<file path="src/rtl/unit_clause_scanner_if.sv">
// Unit-literal hand-off stream from the clause scanner to the BCP/assignment controller.
// The scanner drives valid/literal/index; the consumer drives ready.
interface unit_clause_scanner_if #(
    parameter int WIDTH = 9,
    parameter int IDX_W = 4
);
    logic             unit_valid;
    logic             unit_ready;
    logic [WIDTH-1:0] unit_literal;
    logic [IDX_W-1:0] unit_index;

    modport master (
        output unit_valid,
        output unit_literal,
        output unit_index,
        input  unit_ready
    );

    modport slave (
        input  unit_valid,
        input  unit_literal,
        input  unit_index,
        output unit_ready
    );
endinterface

</file>
<file path="src/rtl/unit_clause_scanner.sv">
// Sequential unit-clause scanner: walks the clause bank one clause per cycle, streams every
// unit literal over a valid/ready handshake and stops on the first conflicting clause.
module unit_clause_scanner #(
    parameter int WIDTH       = 9,
    parameter int K           = 3,
    parameter int NUM_CLAUSES = 16,
    parameter int IDX_W       = $clog2(NUM_CLAUSES),
    parameter int CNT_W       = 8
) (
    input  logic                           clk,
    input  logic                           rst,
    input  logic                           start,
    input  logic [NUM_CLAUSES*K*WIDTH-1:0] cnf_packed,
    input  logic [NUM_CLAUSES-1:0]         clause_active,
    input  logic [NUM_CLAUSES*K-1:0]       lit_open,
    unit_clause_scanner_if.master          unit_bus,
    output logic                           busy,
    output logic                           done,
    output logic                           conflict,
    output logic [IDX_W-1:0]               conflict_index,
    output logic [CNT_W-1:0]               unit_count
);

    localparam int CLW  = K * WIDTH;
    localparam int OC_W = $clog2(K + 1);
    localparam logic [IDX_W-1:0] LAST_IDX = IDX_W'(NUM_CLAUSES - 1);
    localparam logic [CNT_W-1:0] CNT_MAX  = {CNT_W{1'b1}};

    typedef enum logic [1:0] {
        IDLE = 2'd0,
        SCAN = 2'd1,
        HOLD = 2'd2,
        DONE = 2'd3
    } state_t;

    function automatic logic [OC_W-1:0] popcount(input logic [K-1:0] bits);
        logic [OC_W-1:0] cnt;
        cnt = {OC_W{1'b0}};
        for (int j = 0; j < K; j++) begin
            cnt = cnt + OC_W'(bits[j]);
        end
        return cnt;
    endfunction

    // For a unit clause exactly one bit is set, so the last match is the only match.
    function automatic logic [WIDTH-1:0] pick_open(input logic [CLW-1:0] lits,
                                                   input logic [K-1:0]   open_bits);
        logic [WIDTH-1:0] sel;
        sel = {WIDTH{1'b0}};
        for (int j = 0; j < K; j++) begin
            sel = open_bits[j] ? lits[j*WIDTH +: WIDTH] : sel;
        end
        return sel;
    endfunction

    state_t           state_r, state_s;
    logic [IDX_W-1:0] idx_r, idx_s;
    logic             unit_valid_r, unit_valid_s;
    logic [WIDTH-1:0] unit_literal_r, unit_literal_s;
    logic [IDX_W-1:0] unit_index_r, unit_index_s;
    logic             busy_r, busy_s;
    logic             done_r, done_s;
    logic             conflict_r, conflict_s;
    logic [IDX_W-1:0] conflict_index_r, conflict_index_s;
    logic [CNT_W-1:0] unit_count_r, unit_count_s;

    logic [CLW-1:0]   cur_lits_s;
    logic [K-1:0]     cur_open_s;
    logic             cur_active_s;
    logic [OC_W-1:0]  open_cnt_s;
    logic             is_unit_s;
    logic             is_confl_s;
    logic [WIDTH-1:0] open_lit_s;
    logic             handshake_s;

    // Select and classify the clause currently pointed at by idx_r.
    always_comb begin
        cur_lits_s   = {CLW{1'b0}};
        cur_open_s   = {K{1'b0}};
        cur_active_s = 1'b0;
        for (int c = 0; c < NUM_CLAUSES; c++) begin
            cur_lits_s   = (idx_r == IDX_W'(c)) ? cnf_packed[c*CLW +: CLW] : cur_lits_s;
            cur_open_s   = (idx_r == IDX_W'(c)) ? lit_open[c*K +: K]      : cur_open_s;
            cur_active_s = (idx_r == IDX_W'(c)) ? clause_active[c]        : cur_active_s;
        end
        open_cnt_s  = popcount(cur_open_s);
        is_unit_s   = cur_active_s && (open_cnt_s == OC_W'(1));
        is_confl_s  = cur_active_s && (open_cnt_s == {OC_W{1'b0}});
        open_lit_s  = pick_open(cur_lits_s, cur_open_s);
        handshake_s = unit_valid_r && unit_bus.unit_ready;
    end

    // Next-state and next-output logic for the scan controller.
    always_comb begin
        state_s          = state_r;
        idx_s            = idx_r;
        unit_valid_s     = unit_valid_r;
        unit_literal_s   = unit_literal_r;
        unit_index_s     = unit_index_r;
        conflict_s       = conflict_r;
        conflict_index_s = conflict_index_r;
        unit_count_s     = unit_count_r;

        case (state_r)
            IDLE: begin
                if (start) begin
                    state_s          = SCAN;
                    idx_s            = {IDX_W{1'b0}};
                    conflict_s       = 1'b0;
                    conflict_index_s = {IDX_W{1'b0}};
                    unit_count_s     = {CNT_W{1'b0}};
                end else begin
                    state_s = IDLE;
                end
            end
            SCAN: begin
                if (is_confl_s) begin
                    conflict_s       = 1'b1;
                    conflict_index_s = idx_r;
                    state_s          = DONE;
                end else if (is_unit_s) begin
                    unit_literal_s = open_lit_s;
                    unit_index_s   = idx_r;
                    unit_valid_s   = 1'b1;
                    state_s        = HOLD;
                end else if (idx_r == LAST_IDX) begin
                    state_s = DONE;
                end else begin
                    idx_s = idx_r + IDX_W'(1);
                end
            end
            HOLD: begin
                if (handshake_s) begin
                    unit_valid_s = 1'b0;
                    unit_count_s = (unit_count_r == CNT_MAX) ? unit_count_r
                                                             : unit_count_r + CNT_W'(1);
                    if (idx_r == LAST_IDX) begin
                        state_s = DONE;
                    end else begin
                        idx_s   = idx_r + IDX_W'(1);
                        state_s = SCAN;
                    end
                end else begin
                    state_s = HOLD;
                end
            end
            DONE: begin
                state_s = IDLE;
            end
            default: begin
                state_s = IDLE;
            end
        endcase

        busy_s = (state_s == SCAN) || (state_s == HOLD);
        done_s = (state_s == DONE);
    end

    // State and output registers.
    always_ff @(posedge clk or posedge rst) begin
        if (rst) begin
            state_r          <= IDLE;
            idx_r            <= {IDX_W{1'b0}};
            unit_valid_r     <= 1'b0;
            unit_literal_r   <= {WIDTH{1'b0}};
            unit_index_r     <= {IDX_W{1'b0}};
            busy_r           <= 1'b0;
            done_r           <= 1'b0;
            conflict_r       <= 1'b0;
            conflict_index_r <= {IDX_W{1'b0}};
            unit_count_r     <= {CNT_W{1'b0}};
        end else begin
            state_r          <= state_s;
            idx_r            <= idx_s;
            unit_valid_r     <= unit_valid_s;
            unit_literal_r   <= unit_literal_s;
            unit_index_r     <= unit_index_s;
            busy_r           <= busy_s;
            done_r           <= done_s;
            conflict_r       <= conflict_s;
            conflict_index_r <= conflict_index_s;
            unit_count_r     <= unit_count_s;
        end
    end

    assign unit_bus.unit_valid   = unit_valid_r;
    assign unit_bus.unit_literal = unit_literal_r;
    assign unit_bus.unit_index   = unit_index_r;
    assign busy                  = busy_r;
    assign done                  = done_r;
    assign conflict              = conflict_r;
    assign conflict_index        = conflict_index_r;
    assign unit_count            = unit_count_r;

endmodule

</file>
<file path="src/flat_wrapper.sv">
// flat-port wrapper written by rule: the top's interface ports become plain ports
module unit_clause_scanner_flat 
#(
    parameter int WIDTH       = 9,
    parameter int K           = 3,
    parameter int NUM_CLAUSES = 16,
    parameter int IDX_W       = $clog2(NUM_CLAUSES),
    parameter int CNT_W       = 8
)
  (clk, rst, start, cnf_packed, clause_active, lit_open, busy, done, conflict, conflict_index, unit_count, unit_bus_unit_valid, unit_bus_unit_literal, unit_bus_unit_index, unit_bus_unit_ready);
  unit_clause_scanner_if #(.WIDTH(WIDTH), .IDX_W(IDX_W)) unit_bus_i ();
  input  logic clk;
  input  logic rst;
  input  logic start;
  input  logic [NUM_CLAUSES*K*WIDTH-1:0] cnf_packed;
  input  logic [NUM_CLAUSES-1:0] clause_active;
  input  logic [NUM_CLAUSES*K-1:0] lit_open;
  output logic busy;
  output logic done;
  output logic conflict;
  output logic [IDX_W-1:0] conflict_index;
  output logic [CNT_W-1:0] unit_count;
  output wire logic [$bits(unit_bus_i.unit_valid)-1:0] unit_bus_unit_valid;
  output wire logic [$bits(unit_bus_i.unit_literal)-1:0] unit_bus_unit_literal;
  output wire logic [$bits(unit_bus_i.unit_index)-1:0] unit_bus_unit_index;
  input wire logic [$bits(unit_bus_i.unit_ready)-1:0] unit_bus_unit_ready;
  assign unit_bus_unit_valid = unit_bus_i.unit_valid;
  assign unit_bus_unit_literal = unit_bus_i.unit_literal;
  assign unit_bus_unit_index = unit_bus_i.unit_index;
  assign unit_bus_i.unit_ready = unit_bus_unit_ready;
  unit_clause_scanner #(.WIDTH(WIDTH), .K(K), .NUM_CLAUSES(NUM_CLAUSES), .IDX_W(IDX_W), .CNT_W(CNT_W)) u_core (.clk(clk), .rst(rst), .start(start), .cnf_packed(cnf_packed), .clause_active(clause_active), .lit_open(lit_open), .unit_bus(unit_bus_i), .busy(busy), .done(done), .conflict(conflict), .conflict_index(conflict_index), .unit_count(unit_count));
endmodule
</file>
<file path="config.mk">
export PLATFORM = sky130hd
export DESIGN_NAME = unit_clause_scanner_flat
export DESIGN_NICKNAME = d
export VERILOG_FILES = /design/src/rtl/unit_clause_scanner_if.sv /design/src/rtl/unit_clause_scanner.sv /design/src/flat_wrapper.sv
export SDC_FILE = /design/constraint.sdc
export NUM_CORES = 1
export LEC_CHECK = 0
export ABC_CLOCK_PERIOD_IN_PS = 3600
export CORE_AREA = 4 4 205 207
export CTS_BUF_LIST = sky130_fd_sc_hd__clkbuf_4
export CTS_CLUSTER_SIZE = 10
export DETAILED_ROUTE_END_ITERATION = 10
export DIE_AREA = 0 0 209 211
export PLACE_DENSITY = 0.53
export REMOVE_ABC_BUFFERS = 1
export SYNTH_ARGS = -nofsm -noshare
export SYNTH_HDL_FRONTEND = slang
export SYNTH_SLANG_ARGS = --single-unit
</file>
<file path="constraint.sdc">
create_clock -name clk -period 3.6 [get_ports clk]
set_clock_uncertainty 0.1 [all_clocks]
set_input_delay 0.36 -clock clk [delete_from_list [all_inputs] [get_ports clk]]
set_output_delay 0.36 -clock clk [all_outputs]
set_load 0.05 [all_outputs]
</file>
Yosys cells after proc, flatten, opt, wreduce, memory -nomap -nowiden
Cells that the tools add are included.
{"block": "classes", "eq_ne": 30, "reduce_logical": 16, "n_mux": 77, "bitwise_logic": 1, "n_addsub": 4}
{"operator": "$mux W27", "n": 16}
{"operator": "$mux W3", "n": 16}
{"operator": "$eq A4 B4 Y1 const B", "n": 8}
{"operator": "$mux W9", "n": 3}
{"operator": "$mux W4", "n": 6}
{"operator": "$mux W8", "n": 3}
{"operator": "$mux W1", "n": 22}
{"operator": "$eq A4 B3 Y1 const B", "n": 4}
{"operator": "$pmux W8 S2", "n": 1}
{"operator": "$pmux W4 S3", "n": 1}
{"operator": "$mux W2", "n": 5}
{"operator": "$add A8 B1 Y8 const B", "n": 1}
{"operator": "$eq A2 B2 Y1 const B", "n": 4}
{"operator": "$eq A4 B2 Y1 const B", "n": 2}
{"operator": "$eq A8 B8 Y1 const B", "n": 1}
{"operator": "$ne A2 B2 Y1 const B", "n": 4}
{"operator": "$pmux W2 S4", "n": 1}
{"operator": "$pmux W4 S2", "n": 1}
{"operator": "$reduce_and A4 Y1", "n": 2}
{"operator": "$eq A2 B1 Y1 const B", "n": 3}
{"operator": "$ne A2 B1 Y1 const B", "n": 3}
{"operator": "$reduce_and A3 Y1", "n": 2}
{"operator": "$reduce_bool A2 Y1", "n": 3}
{"operator": "$reduce_and A5 Y1", "n": 1}
{"operator": "11 further kinds", "n": 15}
{"block": "totals", "word_cells": 138, "regBits": 35}

Longest topological paths before layout
{"block": "logic_depth", "depth_word": 26, "ltp_mapped": 17, "depth_no_buf": 15}

Worst setup path before layout
OpenSTA, ideal clock, no wires.
{"block": "synth_timing", "path_type": "register to register", "from": "reg u_core.idx_r[1]", "to": "reg u_core.unit_literal_r[0], in the netlist u_core.unit_bus.unit_literal[0]", "setup_time_ps": 123, "n_path_buf": 4, "setup_slack_ps": -223, "arrival_time_ps": 3600, "t_required_ps": 3377, "synth_period_minus_slack_ps": 3823, "stages_incl_launch_ff": 17, "path_cell_list": "dfrtp_1 -> inv_1 -> ha_1 -> buf_4 -> buf_4 -> buf_2 -> buf_4 -> nand3_1 -> o22ai_1 -> nor3_1 -> o2bb2ai_1 -> fa_1 -> nor3_1 -> o2bb2ai_2 -> nor3b_4 -> o31ai_1 -> o221a_1"}
{"block": "synth_between", "elab_chain_len": 23, "elab_cells_between_ends": 75, "cone_classes": "2 x add/sub; 16 x eq/ne; 51 x mux; 1 x bitwise; 5 x reduce/logical"}
{"element": "from (decl)", "line_no": "unit_clause_scanner.sv:57", "text": "logic [IDX_W-1:0] idx_r, idx_s;"}
{"element": "from (signal assigned)", "line_no": "unit_clause_scanner.sv:163", "text": "idx_r <= {IDX_W{1'b0}};"}
{"element": "from (signal assigned)", "line_no": "unit_clause_scanner.sv:174", "text": "idx_r <= idx_s;"}
{"element": "$logic_not A4 Y1", "line_no": "unit_clause_scanner.sv:82, unit_clause_scanner.sv:83, unit_clause_scanner.sv:84"}
{"element": "$mux W3 (16 in series)", "line_no": "unit_clause_scanner.sv:83", "text": "cur_open_s = (idx_r == IDX_W'(c)) ? lit_open[c*K +: K] : cur_open_s;"}
{"element": "$add A1 B1 Y2", "line_no": "unit_clause_scanner.sv:40", "text": "cnt = cnt + OC_W'(bits[j]);"}
{"element": "$add A2 B1 Y2", "line_no": "unit_clause_scanner.sv:40"}
{"element": "$logic_not A2 Y1", "line_no": "unit_clause_scanner.sv:88", "text": "is_confl_s = cur_active_s && (open_cnt_s == {OC_W{1'b0}});"}
{"element": "$logic_and A1 B1 Y1", "line_no": "unit_clause_scanner.sv:88"}
{"element": "$not A1 Y1 (no line)"}
{"element": "$reduce_and A3 Y1 (no line)"}
{"element": "to (signal assigned)", "line_no": "unit_clause_scanner.sv:165", "text": "unit_literal_r <= {WIDTH{1'b0}};"}
{"element": "to (signal assigned)", "line_no": "unit_clause_scanner.sv:176", "text": "unit_literal_r <= unit_literal_s;"}
{"element": "to (decl)", "line_no": "unit_clause_scanner.sv:59", "text": "logic [WIDTH-1:0] unit_literal_r, unit_literal_s;"}
Parallel ways exist; a longest one is shown, timed or not.
A chain may end at the register's enable or synchronous reset.

Worst setup path after layout
{"block": "layout_timing", "from": "reg u_core.idx_r[0]", "to": "reg u_core.unit_literal_r[7], in the netlist u_core.unit_bus.unit_literal[7]"}
The elaborated chain is that of the path after synthesis.

==> run metrics <==
max-cap violations 0; Gate power share 0.900; Post-synth EDFFs 0; post-placement cell area ~13000 um^2; Final Setup Violations 0; vias after detailed routing between 10000 and 15000; Synth top cells by count a21oi_1 (147), nand2_1 (99), o21ai_0 (82); crit path capture u_core.unit_bus.unit_literal[7]$_DFFE_PP0P_; Detail Placement HPWL ~50000 um; critical path peak fanout 12; GR Layer Usage met3 0.0521; GRT Resource Usage Total 0.250; first-pass GRT wire length ~80000 um; total grt overflow 0; Internal 4130 uW; Crit path arrival time around 3.8 ns; worst reg-to-reg setup slack between 0.015 and 0.02 ns; Routed Antenna Nets 0; slowest cell delay on critical path between 0.6 and 0.7 ns; Fill cells roughly 4400; Synth cell types around 70; Power Density 692 nW/um^2; Post-synth ARST share 1.00; Reg2Reg Launch Point u_core.idx_r[0]$_DFFE_PP0P_; GPL Wtd Cong 0.942; share of the synthesized area in the top cell type 0.136; Layout Nets slightly above 2000; Crit. Startpoint u_core.idx_r[0]$_DFFE_PP0P_; Max H-tree Level 2; RSZ-0062 raised after global routing yes; FF-to-FF End u_core.unit_bus.unit_literal[7]$_DFFE_PP0P_; mapped cell area ~6500 um^2; clk sinks 35; DR vias/cell roughly 5.2; vias in the first global route ~11000; CTS root buf clkbuf_4; peak supply drop approximately 0.35 mV; # port buffers roughly 530; clock power share 0.024; full die area 44100 um^2; Num CTS Buffers 5; gr busiest metal met2; average wire per standard cell approximately 28 um; total power draw roughly 9000 uW; Flop pwr share 0.076; Yosys reg bits 35; Initial Utilization 0.160; Slew Viols, Final 0; worst-path cell chain buf_4, ha_4, buf_12, nand2b_1, o21ai_0, a221oi_1, o211ai_1, o2bb2ai_2, fa_2, nand2_1, buf_4, nor3b_4, buf_4, o221ai_1, o221a_2; Slowest cell on crit path fa_2; Worst-Margin Slew about 0.9 ns; biggest area consumer among synthesized cells dfrtp_1; Most used DFF post-synth dfrtp_1; min cycle time layout 3.58 ns; Pre-antenna DRT Iters 5; largest net degree at the start of global routing 38; utilization after layout 0.329; HP Class primary input to async pin; Core ar. 40400 um^2; Layout Cells excl Fill roughly 2100; Clock transition at path regs 0.12 ns; footprint of the multi-input gates 5270 um^2; chip height about 210 um; area delta synth->final 105%; Crit path top cell by count buf_4; status finished clean; leak pwr 0.00482 uW; CP startpoint kind register; register area share after synthesis 0.136; Clock Latency Late Sink approximately 0.36 ns; Die X around 210 um; number of remaining DRC errors 0; register area between 800 and 900 um^2; share of cells above drive strength 1 0.133; Yosys warning count 0; Hold Violations, Final 0; post-route cell area 13300 um^2; most common cell in the netlist a21oi_1; Rows 74; sw frac 0.550; cell count after synthesis 968; initial antenna violation count 5; IO Pins 529; CTS tree done; grt met2 use 0.463; Crit path required time between 3 and 4 ns; NetSw approximately 5000 uW; hold_buf cts 0; syn avg cell area around 6.7 um^2; drt initial violations around 750; met1 usage 0.280; Peak Freq 279 MHz; top cells by area, synth dfrtp_1 (14%), a21oi_1 (11%), o21ai_0 (6.4%), nand2_1 (5.8%), a221oi_1 (5.2%); Cells after DPL 2058; final WL about 58000 um; Clock Tree Buf Depth 2; CP endpoint kind register; CP Class register to register; Tcrit/Tclk final 0.995; relative slew slack 0.395; FF-to-FF path depth 15
metal layers:
| metal | share of wire | up-vias |
|---|---|---|
| met5 | 0.00034 | - |
| met1 | 0.38 | 5145 |
| met4 | 0.046 | 2 |
| li1 | - | 4931 |
| met3 | 0.073 | 117 |
| met2 | 0.50 | 663 |
layout make-up:
type | instances | share of cell area
tap | 532 | 0.0502
antenna | 4 | 0.000754
clock inverter | 3 | 0.00113
inverter | 20 | 0.00566
sequential | 35 | 0.0664
timing repair buffer | 659 | 0.476
multi-input combinational | 816 | 0.397
clock buffer | 5 | 0.00283
worst max-delay path, delay by kind of cell (launching register included):
family                   cells  cell delay (ns)
flip-flops                   1             0.47
AND/OR/NAND/NOR              3             0.46
buffers and inverters        4             0.61
AO/OA/AOI/OAI                6             1.03
adder cells (fa/ha/maj)      2             0.81
power groups by stage:
stage               registers [uW]  logic [uW]  clock network, uW
finish                         696        8260                221
global route                   717        8800                241
CTS                            695        8060                228
detailed placement             700        7970                  0
global placement               696        7960                  0
floorplan                     1060        3590                  0
registers in the layout (all words and copies together) (netlist names):
signal and cells:
u_core.unit_count 8, u_core.unit_bus.unit_index 4, u_core.idx_r 4, u_core.busy 1, u_core.unit_bus.unit_valid 1, u_core.conflict_index 4, u_core.state_r 2, u_core.conflict 1
u_core.unit_bus.unit_literal 9, u_core.done 1
worst min-delay path by stage:
| stage | endpoint |
|---|---|
| floorplan | u_core.busy$_DFF_PP0_ |
| global placement | u_core.conflict$_DFFE_PP0P_ |
| detailed placement | u_core.conflict$_DFFE_PP0P_ |
| CTS | u_core.unit_count[5]$_DFFE_PP0P_ |
| global route | u_core.unit_count[5]$_DFFE_PP0P_ |
| finish | u_core.unit_count[6]$_DFFE_PP0P_ |
stage by stage:
| step | hold slack [ns] | worst slack (ns) | setup TNS, ns |
|---|---|---|---|
| after global placement | 0.383 | -0.137 | -1.25 |
| final | 0.356 | 0.0170 | 0 |
| after CTS | 0.373 | 0.0320 | 0 |
| after global routing | 0.451 | -0.103 | -0.579 |
| after detailed placement | 0.387 | -0.245 | -2.97 |
| after floorplan | 0.414 | -2.85 | -69.44 |
repair_timing:
action | in CTS | in global routing
pin swaps | 4 | 6
setup buffers | 0 | 4
resized for setup | 13 | 22
setup endpoints to repair | 20 | 20
endpoints found under the hold margin | 0 | 0
cell families (layout without fill, tap and decap cells):
logic type	Yosys count	count (layout)	share of synthesized area
adder cells (fa/ha/maj)	11	11	0.0225
AND/OR/NAND/NOR	283	283	0.212
other	0	4	0
AO/OA/AOI/OAI	513	513	0.538
flip-flops	35	35	0.136
multiplexers	5	5	0.00852
XOR/XNOR	4	4	0.00542
buffers and inverters	117	687	0.0785
cells in the final DEF (no fill, tap or decap), drive strengths merged, types with 19 or more instances in the layout:
| master | count |
|---|---|
| a221oi | 38 |
| o21ai | 83 |
| clkdlybuf4s50 | 528 |
| o22ai | 41 |
| nand3 | 28 |
| a21oi | 147 |
| dfrtp | 35 |
| o211ai | 32 |
| nor2 | 77 |
| nand2 | 99 |
| buf | 131 |
| inv | 19 |
| o221ai | 28 |
No activity file was read; power rests on OpenSTA's default activity.
